`src/rtl/dispense_pkg.sv`:
```
// Shared types and constants for the dispenser vend sequencer.
// Slot numbering: 0 = none, 1-3 = DC augers, 4-7 = stepper carousel.
package dispense_pkg;

    localparam int SEL_W = 3;
    localparam int AMT_W = 2;

    localparam logic [SEL_W-1:0] SLOT_NONE     = 3'd0;
    localparam logic [SEL_W-1:0] SLOT_DC_MAX   = 3'd3;
    localparam logic [SEL_W-1:0] SLOT_STEP_MIN = 3'd4;

    typedef enum logic [2:0] {
        IDLE,
        SETUP,
        STEP,
        DC_RUN,
        SETTLE
    } state_t;

    function automatic logic [2:0] dc_onehot(input logic [SEL_W-1:0] sel);
        logic [2:0] result;
        result = 3'b000;
        if (sel != SLOT_NONE && sel <= SLOT_DC_MAX) begin
            result = 3'b001 << (sel - 3'd1);
        end
        return result;
    endfunction

endpackage

```
`src/rtl/step_pulse_gen.sv`:
```
// Stepper pulse generator: while enabled, emits STEP_HALF cycles high then STEP_HALF low.
// step_done strobes on the edge that closes each full high+low period.
module step_pulse_gen #(
    parameter int STEP_HALF = 6000
) (
    input  logic clk,
    input  logic rst,
    input  logic enable,
    output logic step,
    output logic step_done
);

    localparam int CW = $clog2(2 * STEP_HALF + 1);
    localparam logic [CW-1:0] HALF   = CW'(STEP_HALF);
    localparam logic [CW-1:0] PERIOD = CW'(2 * STEP_HALF);

    // cnt = cycles of the current period already presented on step; 0 means not running.
    logic [CW-1:0] cnt;

    always_ff @(posedge clk) begin
        if (rst || !enable) begin
            cnt  <= '0;
            step <= 1'b0;
        end else if (cnt == '0 || cnt == PERIOD) begin
            cnt  <= CW'(1);
            step <= 1'b1;
        end else begin
            cnt  <= cnt + CW'(1);
            step <= (cnt < HALF);
        end
    end

    assign step_done = (cnt == PERIOD);

endmodule

```
`src/rtl/dispense_sequencer.sv`:
```
// Sequences one vend: DC auger for a timed run (slots 1-3) or stepper carousel for a
// counted number of steps (slots 4-7), then a motors-off settle before done.
module dispense_sequencer
    import dispense_pkg::*;
#(
    parameter int STEP_HALF      = 6000,
    parameter int STEPS_PER_UNIT = 200,
    parameter int DC_CYCLES      = 12000000,
    parameter int DIR_SETUP      = 1200,
    parameter int SETTLE_CYC     = 1200000
) (
    input  logic             clk_x1,
    input  logic             rst,
    input  logic [SEL_W-1:0] sel_state,
    input  logic [AMT_W-1:0] amount,
    input  logic             candy_flag,
    input  logic             abort,
    output logic             sig_received,
    output logic             err,
    output logic             busy,
    output logic             done,
    output logic             step,
    output logic             dir,
    output logic [2:0]       dc_motor,
    output state_t           state
);

    // One shared timer serves SETUP, DC_RUN and SETTLE, so size it for the longest.
    localparam int TMAX_A = (3 * DC_CYCLES > SETTLE_CYC) ? 3 * DC_CYCLES : SETTLE_CYC;
    localparam int TMAX   = (TMAX_A > DIR_SETUP) ? TMAX_A : DIR_SETUP;
    localparam int TW     = $clog2(TMAX + 1);
    localparam int SW     = $clog2(3 * STEPS_PER_UNIT + 1);

    state_t           next_state;
    logic             flag_q;
    logic [SEL_W-1:0] sel_q, sel_n;
    logic [AMT_W-1:0] amt_q, amt_n;
    logic [TW-1:0]    timer, timer_n;
    logic [SW-1:0]    steps, steps_n;
    logic             ack_n, err_n, done_n, dir_n;
    logic             rise, step_en, step_done;
    logic [TW-1:0]    dc_total;
    logic [SW-1:0]    step_total;

    assign rise       = candy_flag & ~flag_q;
    assign dc_total   = TW'(amt_q) * TW'(DC_CYCLES);
    assign step_total = SW'(amt_q) * SW'(STEPS_PER_UNIT);
    assign step_en    = (next_state == STEP);

    step_pulse_gen #(.STEP_HALF(STEP_HALF)) u_step_pulse_gen (
        .clk       (clk_x1),
        .rst       (rst),
        .enable    (step_en),
        .step      (step),
        .step_done (step_done)
    );

    always_comb begin
        next_state = state;
        timer_n    = timer;
        steps_n    = steps;
        sel_n      = sel_q;
        amt_n      = amt_q;
        ack_n      = 1'b0;
        err_n      = 1'b0;
        done_n     = 1'b0;
        dir_n      = dir;
        case (state)
            IDLE: begin
                if (rise) begin
                    if (sel_state != SLOT_NONE && amount != '0) begin
                        sel_n   = sel_state;
                        amt_n   = amount;
                        ack_n   = 1'b1;
                        timer_n = '0;
                        steps_n = '0;
                        if (sel_state >= SLOT_STEP_MIN) begin
                            dir_n      = sel_state[0];
                            next_state = SETUP;
                        end else begin
                            next_state = DC_RUN;
                        end
                    end else begin
                        err_n = 1'b1;
                    end
                end
            end
            SETUP: begin
                if (timer == TW'(DIR_SETUP - 1)) begin
                    timer_n    = '0;
                    next_state = STEP;
                end else begin
                    timer_n = timer + TW'(1);
                end
            end
            STEP: begin
                if (step_done) begin
                    if (steps == step_total - SW'(1)) begin
                        timer_n    = '0;
                        next_state = SETTLE;
                    end else begin
                        steps_n = steps + SW'(1);
                    end
                end
            end
            DC_RUN: begin
                if (timer == dc_total - TW'(1)) begin
                    timer_n    = '0;
                    next_state = SETTLE;
                end else begin
                    timer_n = timer + TW'(1);
                end
            end
            SETTLE: begin
                if (timer == TW'(SETTLE_CYC - 1)) begin
                    done_n     = 1'b1;
                    next_state = IDLE;
                end else begin
                    timer_n = timer + TW'(1);
                end
            end
            default: next_state = IDLE;
        endcase
        // abort wins over any counter expiring in the same cycle
        if (abort && state != IDLE) begin
            next_state = IDLE;
            done_n     = 1'b0;
        end
    end

    always_ff @(posedge clk_x1) begin
        if (rst) begin
            state        <= IDLE;
            flag_q       <= 1'b1;
            sel_q        <= '0;
            amt_q        <= '0;
            timer        <= '0;
            steps        <= '0;
            sig_received <= 1'b0;
            err          <= 1'b0;
            busy         <= 1'b0;
            done         <= 1'b0;
            dir          <= 1'b0;
            dc_motor     <= 3'b000;
        end else begin
            state        <= next_state;
            flag_q       <= candy_flag;
            sel_q        <= sel_n;
            amt_q        <= amt_n;
            timer        <= timer_n;
            steps        <= steps_n;
            sig_received <= ack_n;
            err          <= err_n;
            busy         <= (next_state != IDLE);
            done         <= done_n;
            dir          <= dir_n;
            dc_motor     <= (next_state == DC_RUN) ? dc_onehot(sel_n) : 3'b000;
        end
    end

endmodule
```
`config.mk`:
```
export PLATFORM = sky130hd
export DESIGN_NAME = dispense_sequencer
export DESIGN_NICKNAME = d
export VERILOG_FILES = /design/src/rtl/dispense_pkg.sv /design/src/rtl/step_pulse_gen.sv /design/src/rtl/dispense_sequencer.sv
export SDC_FILE = /design/constraint.sdc
export NUM_CORES = 1
export LEC_CHECK = 0
export BUFFER_PORTS_ARGS = -buffer_cell sky130_fd_sc_hd__buf_2
export CORE_AREA = 2 2 108 110
export CTS_BUF_LIST = sky130_fd_sc_hd__clkbuf_16
export DETAILED_ROUTE_END_ITERATION = 7
export DIE_AREA = 0 0 110 112
export GPL_ROUTABILITY_DRIVEN = 0
export SETUP_SLACK_MARGIN = 0.1
export SLEW_MARGIN = 20
export SYNTH_ARGS = -nofsm -noshare
export SYNTH_HDL_FRONTEND = slang
export SYNTH_SLANG_ARGS = --single-unit
```
`constraint.sdc`:
```
create_clock -name clk_x1 -period 3.5 [get_ports clk_x1]
set_input_delay 0.7 -clock clk_x1 [delete_from_list [all_inputs] [get_ports clk_x1]]
set_output_delay 0.7 -clock clk_x1 [all_outputs]
set_load 0.02 [all_outputs]
```
==> metrics, run 1 <==
clk root buf clkbuf_16; total grt overflow 0; Synthesized Nets between 400 and 500; Worst IR Drop VDD 0.2065 mV; largest cells by area after synthesis dfxtp_1 (36%), xor2_1 (6.2%), ha_1 (3.9%), nor2_1 (3.9%), nor3_1 (3.7%); die height 112 um; via count ~3400; final period demand of the worst path ~3.1 ns; Mapped Cells about 450; status finished clean; met2 usage 23.23%; Slew @ Worst Pin 0.8787 ns; die area 12320 um^2; clk_lat worst skew 0.33 ns; crit-path cells inv_1 -> ha_1 -> and3b_1 -> o2111ai_1 -> o31ai_4 -> o21ai_2 -> or4_1 -> a211oi_2; ys async rst share 0%; clk_skew 0.006989 ns; IO Port Bufs 20; sequential share of the synthesized area 35.64%; fin crit share 89.74%; GR Util All Layers between 15 and 20%; Max Clk Rate approximately 0.32 GHz; Core Box Area 11170 um^2; Starting Density 34.18%; CTS Buffer Depth 2; TritonCTS clock tree yes; mapped cell area 3820 um^2; Die W 110 um; H-tree depth 3; Worst-path clk slew 0.06 ns; Final WS setup 0.3591 ns; final hold violations 0; Clock Sinks 68; Worst R2R Start amt_q[0]$_SDFFE_PP0P_; grt met3 use 3.513%; Cell variety after synth just under 60; final setup fails 0; layout cells sized above 1 12.69%; Rel. slew slack 41.30%; dpl ws ~0.23 ns; Routed Antenna Nets 0; mean post-synth cell area 8.508 um^2; area leader, netlist dfxtp_1; grt peak-use layer met2; # Post-CTS Setup Buffers 0; CP arrival 3.39 ns; DRC errors left 0; CP Class flop to flop; Min-Delay Path Class flop to flop; Worst setup SP type flop; Rows 39; Hold Crit Start sel_q[2]$_SDFF_PP0_; area fraction of the dominant cell type after synthesis 35.64%; Pre-antenna DRT Iters 5; Max Cap Viol 0; DRT Wirelength just over 9000 um; crit path max fanout 18; RSZ-0062 raised after global routing no; Synth Flop Type dfxtp_1; crit-path max cell delay 0.62 ns; hold_buf cts 0; io pins 21; vias per inst 5.599; power per cell area approximately 420 nW/um^2; setup TNS 0 ns; Critical Path RT 3.75 ns; P&R area growth vs syn 13.79%; crit end category flop; pin count of the biggest net entering global routing 39; Leak 1.546 nW; Final Max Slew Viols 0; 1st-iter DRT viols 169; FF+latch count, synth slightly below 70; global-route wire length before repair 15350 um; synth warn 0; vias in the first global route between 3000 and 4000; M1 GR Usage 21.76%; antenna violations before repair 0; antenna cells 0; Net count, final 481; number of synthesized flops with an enable pin 0; Critical-path top delay cell or4_1; DR WL/cell 14.94 um; total CTS buffers 9; Worst Setup SP amt_q[0]$_SDFFE_PP0P_; DP Wirelength 6535 um
## where the power goes
group / switching [mW] / internal [mW]
Clock: 0.340 / 0.621
Sequential: 0.00632 / 0.781
Combinational: 0.0692 / 0.0295
Total: 0.416 / 1.43
## cell type report
type | count | area [um^2]
Multi-Input combinational cell | 339 | 2286
Timing Repair Buffer | 25 | 137.6
Clock buffer | 9 | 225.2
Inverter | 17 | 63.81
Fill cell | 1124 | 6828
Tap cell | 143 | 178.9
Clock inverter | 7 | 92.59
Sequential cell | 68 | 1363
## per-stage QoR
stage	utilization, %	instances	hold slack, ns	total power [mW]	instance area (um^2)
2_1_floorplan	-	449	0.4506	0.8732	3820
3_5_place_dp	36.03	592	0.4834	0.9017	4026
3_3_place_gp	36.03	592	0.4682	0.8995	4026
6_report	38.90	608	0.4951	1.846	4347
5_1_grt	38.90	608	0.5274	1.912	4347
4_1_cts	38.88	608	0.4971	1.860	4344
## placed cells by master, fill, tap and decap left out, types with 3 or more instances in the layout
| cell type | synthesis | final |
|---|---|---|
| o21ai_1 | 5 | 5 |
| buf_4 | 2 | 5 |
| nor2_1 | 40 | 40 |
| nor4_1 | 6 | 6 |
| inv_1 | 16 | 17 |
| nand2b_1 | 6 | 6 |
| a31oi_1 | 4 | 4 |
| nor3_1 | 28 | 28 |
| nand4_1 | 13 | 13 |
| ha_1 | 12 | 12 |
| xnor2_1 | 7 | 7 |
| o21a_1 | 4 | 4 |
| a21oi_1 | 13 | 13 |
| clkbuf_16 | 0 | 9 |
| nor4b_1 | 3 | 3 |
| xor2_1 | 27 | 27 |
| or3_1 | 14 | 14 |
| and4_1 | 4 | 4 |
| buf_2 | 7 | 20 |
| o31ai_1 | 6 | 6 |
| a211oi_1 | 7 | 7 |
| o2111ai_1 | 10 | 10 |
| o211ai_1 | 8 | 8 |
| and3_1 | 13 | 13 |
| o21ai_0 | 14 | 14 |
| nand2_1 | 23 | 23 |
| nor2b_1 | 3 | 3 |
| mux2i_1 | 4 | 4 |
| or4_1 | 7 | 7 |
| a211oi_2 | 9 | 9 |
| dfxtp_1 | 68 | 67 |
| nand3_1 | 20 | 20 |
## routing by layer
| metal | vias up | part of all wire (%) |
|---|---|---|
| met1 | 1617 | 48 |
| met5 | - | 0 |
| li1 | 1689 | - |
| met3 | 15 | 4.4 |
| met2 | 83 | 45 |
| met4 | 0 | 2.0 |
## final timing paths
check / cells after the start / slack [ns] / endpoint
max: 8 / 0.36 / timer[19]$_SDFFE_PP0P_
max reg2reg: 8 / 0.36 / timer[19]$_SDFFE_PP0P_
min: 2 / 0.50 / sel_q[2]$_SDFF_PP0_
min reg2reg: 2 / 0.50 / sel_q[2]$_SDFF_PP0_
## cell families after synthesis
group	synth area share, %
adders and majority gates	3.930
buffers and inverters	4.552
AOI/OAI and AO/OA	18.96
and+or+nand+nor	27.78
muxes	1.343
DFF	35.64
xor gates and xnor gates	7.796
## critical path, delay by kind of cell, from the launching register on
kind | cells | cell delay [ns]
flops | 1 | 0.44
buf+inv | 1 | 0.12
simple gates | 2 | 0.85
compound gates | 4 | 1.27
fa+ha+maj | 1 | 0.37
## flip-flops by register name, indices dropped and copies added (netlist names)
| signal | cells |
|---|---|
| done | 1 |
| sig_received | 1 |
| err | 1 |
| steps | 10 |
| u_step_pulse_gen.step | 1 |
| state | 3 |
| sel_q | 3 |
| busy | 1 |
| flag_q | 1 |
| timer | 26 |
| dir | 1 |
| amt_q | 2 |
| dc_motor | 3 |
| u_step_pulse_gen.cnt | 14 |
## what timing repair did
| item | CTS | global route |
|---|---|---|
| setup endpoints to repair | 0 | 30 |
| gates resized for setup | 0 | 2 |
| hold endpoints to repair | 0 | 0 |
## cell usage after synthesis (5+ instances only)
cell type / instances
a211oi_1: 7
a211oi_2: 9
a21oi_1: 13
and3_1: 13
buf_2: 7
clkbuf_1: 15
dfxtp_1: 68
ha_1: 12
inv_1: 16
nand2_1: 23
nand2b_1: 6
nand3_1: 20
nand4_1: 13
nor2_1: 40
nor3_1: 28
nor4_1: 6
o2111ai_1: 10
o211ai_1: 8
o21ai_0: 14
o21ai_1: 5
o31ai_1: 6
or3_1: 14
or4_1: 7
xnor2_1: 7
xor2_1: 27
Power figures use the tool's default switching activity.
==> run 2: changes to the inputs <==
Settings changed: CORE_AREA 2 2 108 110 to 2 2 114 116, DIE_AREA 0 0 110 112 to 0 0 116 118, SYNTH_HIERARCHICAL set to 1.
==> run 2 against run 1 <==
  * Cell area up 10%
  * Clock skew about the same
  * Sequential cell count stayed put
  * Non-clock buffer count rose by 6
  * Worst setup slack lost 0.015 ns
  * Worst hold slack worse by 0.0091 ns
  * Sequential power barely moved
  * Highest routed layer unchanged
  * Sequential share of layout area decreased by 3.0 points
  * Critical path type unchanged
  * Routed wire length is 15% higher
  * Critical path depth grew 1
  * Utilization is 0.27 points lower
==> metrics, run 2 <==
Net count, final 524 (+8.9%); largest cells by area after synthesis dfxtp_1 (32%), nor3_1 (4.5%), ha_1 (3.8%), nor2_1 (3.4%), xor2_1 (3.3%); Post-Synth Adder-Cell Area 4.059% (+0.13 points); Placed Instances 663 (+12%); final cell count without fillers 679 (+12%); Synthesized Nets 508 (+8.1%); CTS Buffer Depth 2 (unchanged); FF+latch count, synth 68 (unchanged); Worst Setup SP amt_q[1]$_SDFFE_PP0P_; R2R cell count 9 (+1); Max Cap Viol 0 (unchanged); Cell variety after synth 79 (+36%); Worst R2R Start amt_q[1]$_SDFFE_PP0P_; clk_skew 0.007469 ns (+0.0004790 ns); M1 GR Usage 21.93% (+0.17 points); Final Max Slew Viols 0 (unchanged); final setup fails 0 (unchanged); hold_buf cts 0 (unchanged); clk_lat worst skew 0.33 ns (about the same); Largest register FFs 26 (unchanged); layout cells sized above 1 17.16% (+4.5 points); power per cell area 403.7 nW/um^2 (-5.0%); Die W 116 um (+5.5%); crit-path max cell delay 0.46 ns (-0.16 ns); # Post-CTS Setup Buffers 0 (unchanged); ys async rst share 0% (unchanged); R2R Setup Slk 0.34 ns (-0.02 ns); Rel. slew slack 42.81% (+1.5 points); final hold violations 0 (unchanged); setup TNS 0 ns (unchanged); DRT Wirelength 10430 um (+15%); GR Util All Layers 16.12% (+0.54 points); die height 118 um (+5.4%); global-route wire length before repair 17720 um (+15%); H-tree depth 3 (unchanged); IO Port Bufs 20 (unchanged); status finished clean; Starting Density 34.27% (+0.083 points); final period demand of the worst path 3.156 ns (+0.01540 ns); die area 13690 um^2 (+11%); crit path max fanout 12 (-6); fin crit share 90.18% (+0.44 points); Mapped Cells 486 (+8.2%); DRC errors left 0 (unchanged); Slew @ Worst Pin 0.8560 ns (-0.02271 ns); commonest non-fill, non-tap cell in the layout dfxtp_1; Post-synth top cells dfxtp_1 (68), nor2_1 (38), nor3_1 (38); CP arrival 3.33 ns (-0.06 ns); total CTS buffers 9 (unchanged); vias in the first global route 3570 (+14%); vias per inst 5.445 (-2.7%); P&R area growth vs syn 12.74%; RSZ-0062 raised after global routing no; Reg with most FFs timer; simple-gate share of the synthesized area 28.76% (+0.99 points); Hold Crit Start steps[1]$_SDFFE_PP0P_; crit-path cells inv_1 -> ha_1 -> or3b_1 -> a2111oi_2 -> a41o_2 -> o21ai_4 -> a211oi_4 -> buf_4 -> a2111oi_0; FF-to-FF End timer[12]$_SDFFE_PP0P_; mux cell area share after synthesis 1.412% (+0.069 points); mean post-synth cell area 8.753 um^2 (+2.9%); grt met3 use 3.759% (+0.25 points); Max Clk Rate 0.3168 GHz (-0.49%); met2 usage 24.93% (+1.7 points); total grt overflow 0 (unchanged); 1st-iter DRT viols 197 (+17%); Worst-path clk slew 0.06 ns (about the same); WHS Endpoint steps[1]$_SDFFE_PP0P_; CP Class flop to flop; number of synthesized flops with an enable pin 0 (unchanged); crit end category flop; sequential share of the synthesized area 32.00% (-3.6 points); Synth Flop Type dfxtp_1; mapped cell area 4254 um^2 (+11%); Worst IR Drop VDD 0.2962 mV (+43%); filler instances 1309 (+16%); Leak 1.724 nW (+12%); pin count of the biggest net entering global routing 26 (-33%); antenna cells 0 (unchanged); antenna violations before repair 0 (unchanged); Routed Antenna Nets 0 (unchanged); top-count cell post-synth dfxtp_1; via count 3697 (+8.6%); most frequent cells in the layout dfxtp_1 (68), nor3_1 (38), nor2_1 (38); hold path depth 2 (unchanged); DR WL/cell 15.36 um (+2.8%); TritonCTS clock tree yes; clk root buf clkbuf_16; io pins 21 (unchanged); Min-Delay Path Class flop to flop; Final Power 1.936 mW (+4.9%); grt peak-use layer met2; top flop regs timer (26), u_step_pulse_gen/cnt (14), steps (10); synth warn 6 (+6); Clock Sinks 68 (unchanged); main combinational cell family by area after synthesis simple AND/OR/NAND/NOR gates; Critical-path top delay cell a211oi_4; Post-Synth XOR/XNOR Area 5.559% (-2.2 points); area leader, netlist dfxtp_1; Worst setup SP type flop; Core Box Area 12410 um^2 (+11%); Critical Path RT 3.67 ns (-0.08 ns); Pre-antenna DRT Iters 4 (-1); area fraction of the dominant cell type after synthesis 32.00% (-3.6 points); compound-cell area share of the yosys netlist 21.56% (+2.6 points); Rows 41 (+5.1%); fin util 38.63% (-0.27 points); DP Wirelength 7640 um (+17%)
-- run 2: cell count changes in the layout (fill, tap and decap cells not counted), moves of 8 or more --
cell      change
o21bai_1      +8
and2_1        +9
xor2_1       -11
nor3_1       +10
or3_1        -10
-- run 2: per-layer routing --
metal / routed length [um] / share of wire (%) / vias up
met5: 0 / 0 / -
li1: - / - / 1843
met1: 4910 / 47 / 1765
met4: 145 / 1.4 / 0
met3: 534 / 5.1 / 14
met2: 4835 / 46 / 75
-- run 2: through the flow --
step	instance area, um^2	worst slack [ns]	hold WS, ns
2_1_floorplan	4254	0.5310	0.4443
4_1_cts	4792	0.2215	0.4888
3_3_place_gp	4452	0.3646	0.4573
3_5_place_dp	4452	0.2562	0.4791
6_report	4796	0.3437	0.4859
5_1_grt	4796	0.1181	0.5112
-- run 2: worst max path at each step --
| stage | endpoint | slack [ns] | cells after the start |
|---|---|---|---|
| 3_3_place_gp | timer[14]$_SDFFE_PP0P_ | 0.36 | 9 |
| 5_1_grt | timer[18]$_SDFFE_PP0P_ | 0.12 | 9 |
| 4_1_cts | timer[12]$_SDFFE_PP0P_ | 0.22 | 9 |
| 3_5_place_dp | timer[12]$_SDFFE_PP0P_ | 0.26 | 9 |
| 2_1_floorplan | u_step_pulse_gen/cnt[10]$_SDFF_PP0_ | 0.53 | 12 |
| 6_report | timer[12]$_SDFFE_PP0P_ | 0.34 | 9 |
-- run 2: power by group --
part	switching [mW]	internal [mW]
Sequential	0.00426	0.781
Clock	0.343	0.693
Combinational	0.0772	0.0381
Total	0.424	1.51
-- run 2: logic make-up after synthesis --
kind of cell | Yosys count
DFF | 68
and+or+nand+nor | 211
AOI/OAI and AO/OA | 112
adders and majority gates | 14
muxes | 6
xor gates and xnor gates | 27
buffers and inverters | 48
-- run 2: timing repair --
item                       in CTS  in global routing
setup endpoints to repair       0                 22
hold endpoints to repair        0                  0
resized for setup               0                  2
-- run 2: worst max-delay path, delay by kind of cell, from the launching register on --
| family | cells | cell delay (ns) |
|---|---|---|
| buffers and inverters | 2 | 0.38 |
| adder cells (fa/ha/maj) | 1 | 0.32 |
| AO/OA/AOI/OAI | 5 | 1.47 |
| flip-flops | 1 | 0.43 |
| AND/OR/NAND/NOR | 1 | 0.40 |
-- run 2: area by class of cell --
cell class                      count  area (um^2)  share of cell area [%]
Clock buffer                        9        225.2                   4.696
Clock inverter                      7        115.1                   2.400
Inverter                           22        82.58                   1.722
Multi-Input combinational cell    370         2614                   54.50
Sequential cell                    68         1361                   28.39
Tap cell                          172        215.2                   4.487
Timing Repair Buffer               31        182.7                   3.809
==> run 3: changes to the inputs <==
Settings changed: PLACE_DENSITY set to 0.47.
==> run 3 against run 2 <==
  * Clock skew down 0.0016 ns
  * Worst setup slack better by 0.13 ns
  * Clock power down 23%
  * Cell area down 1.7%
  * Sequential share of layout area up 0.50 points
  * Largest cell class unchanged
==> metrics, run 3 (synthesized netlist as in run 2, its figures left out) <==
via count 3707 (+0.27%); Worst IR Drop VDD 0.2601 mV (-12%); Clock Sinks 68 (unchanged); Cell Int Power 1.283 mW (-15%); CP arrival 3.27 ns (-0.06 ns); worst hold margin 0.4716 ns (-0.01430 ns); Max Cap Viol 0 (unchanged); Leak 1.711 nW (-0.79%); Die W 116 um (unchanged); power per cell area 361.2 nW/um^2 (-11%); io pins 21 (unchanged); CTS Buffer Depth 2 (unchanged); die height 118 um (unchanged); RSZ-0062 raised after global routing no; antenna violations before repair 0 (unchanged); crit end category flop; pin count of the biggest net entering global routing 42 (+62%); Pre-antenna DRT Iters 4 (unchanged); final setup fails 0 (unchanged); Reg with most FFs timer; Final Power 1.702 mW (-12%); crit path max fanout 13 (+1); # Post-CTS Setup Buffers 0 (unchanged); die area 13690 um^2 (unchanged); H-tree depth 3 (unchanged); crit-path max cell delay 0.49 ns (+0.03 ns); final hold violations 0 (unchanged); layout cells sized above 1 15.94% (-1.2 points); total grt overflow 0 (unchanged); top flop regs timer (26), u_step_pulse_gen/cnt (14), steps (10); Critical Path RT 3.74 ns (+0.07 ns); Min-Delay Path Class flop to flop; TritonCTS clock tree yes; Worst setup SP type flop; register share of total power 46.1% (+5.5 points); DP Wirelength 7784 um (+1.9%); antenna cells 0 (unchanged); clk root buf clkbuf_16; commonest non-fill, non-tap cell in the layout dfxtp_1; IO Port Bufs 20 (unchanged); P&R area growth vs syn 10.79%; DRC errors left 0 (unchanged); Worst-path clk slew 0.06 ns (about the same); 1st-iter DRT viols 206 (+4.6%); Largest register FFs 26 (unchanged); Critical-path top delay cell a41o_1; Rel. slew slack 45.81% (+3.0 points); Slew @ Worst Pin 0.8128 ns (-0.04320 ns); Net count, final 525 (+0.19%); combinational fraction of design power 6.9% (+0.9 points); crit-path cells inv_1 -> ha_1 -> or3b_1 -> a2111oi_2 -> a41o_1 -> o211a_1 -> nor3_1 -> a2111oi_4; GR Util All Layers 16.77% (+0.66 points); switching power 0.4190 mW (-1.2%); sw frac 24.62% (+2.7 points); fin crit share 86.48% (-3.7 points); final period demand of the worst path 3.027 ns (-0.1296 ns); hold_buf cts 0 (unchanged); post-CTS sizing 0 (unchanged); Starting Density 34.27% (unchanged); vias in the first global route 3502 (-1.9%); most frequent cells in the layout dfxtp_1 (68), nor3_1 (38), nor2_1 (38); total CTS buffers 9 (unchanged); Core Box Area 12410 um^2 (unchanged); Max Clk Rate 0.3304 GHz (+4.3%); clk_lat worst skew 0.34 ns (about the same); status finished clean; CP Class flop to flop; setup TNS 0 ns (unchanged); global-route wire length before repair 18080 um (+2.0%); clock power share 47.0% (-6.5 points); clk_skew 0.005830 ns (-0.001639 ns); Routed Antenna Nets 0 (unchanged); DRT Wirelength 10860 um (+4.2%); vias per inst 5.451 (+0.12%); Rows 41 (unchanged); DR WL/cell 15.97 um (+4.0%); fin util 37.97% (-0.67 points); Final Max Slew Viols 0 (unchanged)
==> run 3: cell types whose count changed in the layout (fill, tap and decap cells not counted) <==
cell | previous run | this run
inv_1 | 22 | 26
bufinv_16 | 3 | 0
clkinvlp_4 | 2 | 0
a41o_1 | 0 | 1
a41o_2 | 1 | 0
buf_4 | 11 | 12
clkinv_1 | 0 | 1
nand2b_1 | 4 | 5
nand2b_2 | 1 | 0
==> run 3: metrics by stage <==
stage / instances / instance area, um^2 / setup slack (ns)
after floorplan: 486 / 4254 / 0.5310
after global placement: 664 / 4459 / 0.2578
after detailed placement: 664 / 4459 / 0.3012
after CTS: 680 / 4713 / 0.4873
after global routing: 680 / 4713 / 0.2104
final: 680 / 4713 / 0.4733
==> run 3: worst paths after layout <==
kind                                       startpoint                     to  slack, ns  cells past startpoint
worst max-delay path            amt_q[0]$_SDFFE_PP0P_  timer[9]$_SDFFE_PP0P_       0.47                      8
worst min-delay path            steps[1]$_SDFFE_PP0P_  steps[1]$_SDFFE_PP0P_       0.47                      2
worst max register to register  amt_q[0]$_SDFFE_PP0P_  timer[9]$_SDFFE_PP0P_       0.47                      8
worst min register to register  steps[1]$_SDFFE_PP0P_  steps[1]$_SDFFE_PP0P_       0.47                      2
==> run 3: worst max-delay path: cells and delay by family (launching register included) <==
family / cells / cell delay (ns)
AO/OA/AOI/OAI: 4 / 1.66
flip-flops: 1 / 0.32
adder cells (fa/ha/maj): 1 / 0.32
buffers and inverters: 1 / 0.07
AND/OR/NAND/NOR: 2 / 0.55
==> run 3: routing by layer <==
layer	global-route usage, %	up-vias	wire (um)
met3	5.304	13	506
met2	26.28	81	5097
met5	0	-	0
met1	22.21	1767	5098
met4	4.390	0	158
li1	-	1846	-
==> run 3: power by group through the flow <==
| stage | Clock (mW) | Combinational, mW | Sequential [mW] |
|---|---|---|---|
| after detailed placement | 0 | 0.117 | 0.802 |
| after CTS | 0.822 | 0.118 | 0.785 |
| final | 0.800 | 0.117 | 0.785 |
| after global placement | 0 | 0.117 | 0.802 |
| after global routing | 0.862 | 0.130 | 0.785 |
| after floorplan | 0 | 0.0853 | 0.805 |
==> run 3: final cells by class <==
type	count	area (um^2)
clock buffers	9	225.2
clock inverters	7	28.78
fillers	1298	7701
inverters	22	82.58
multi-input cells	370	2610
flip-flops and latches	68	1361
well taps	172	215.2
repair buffers	32	190.2
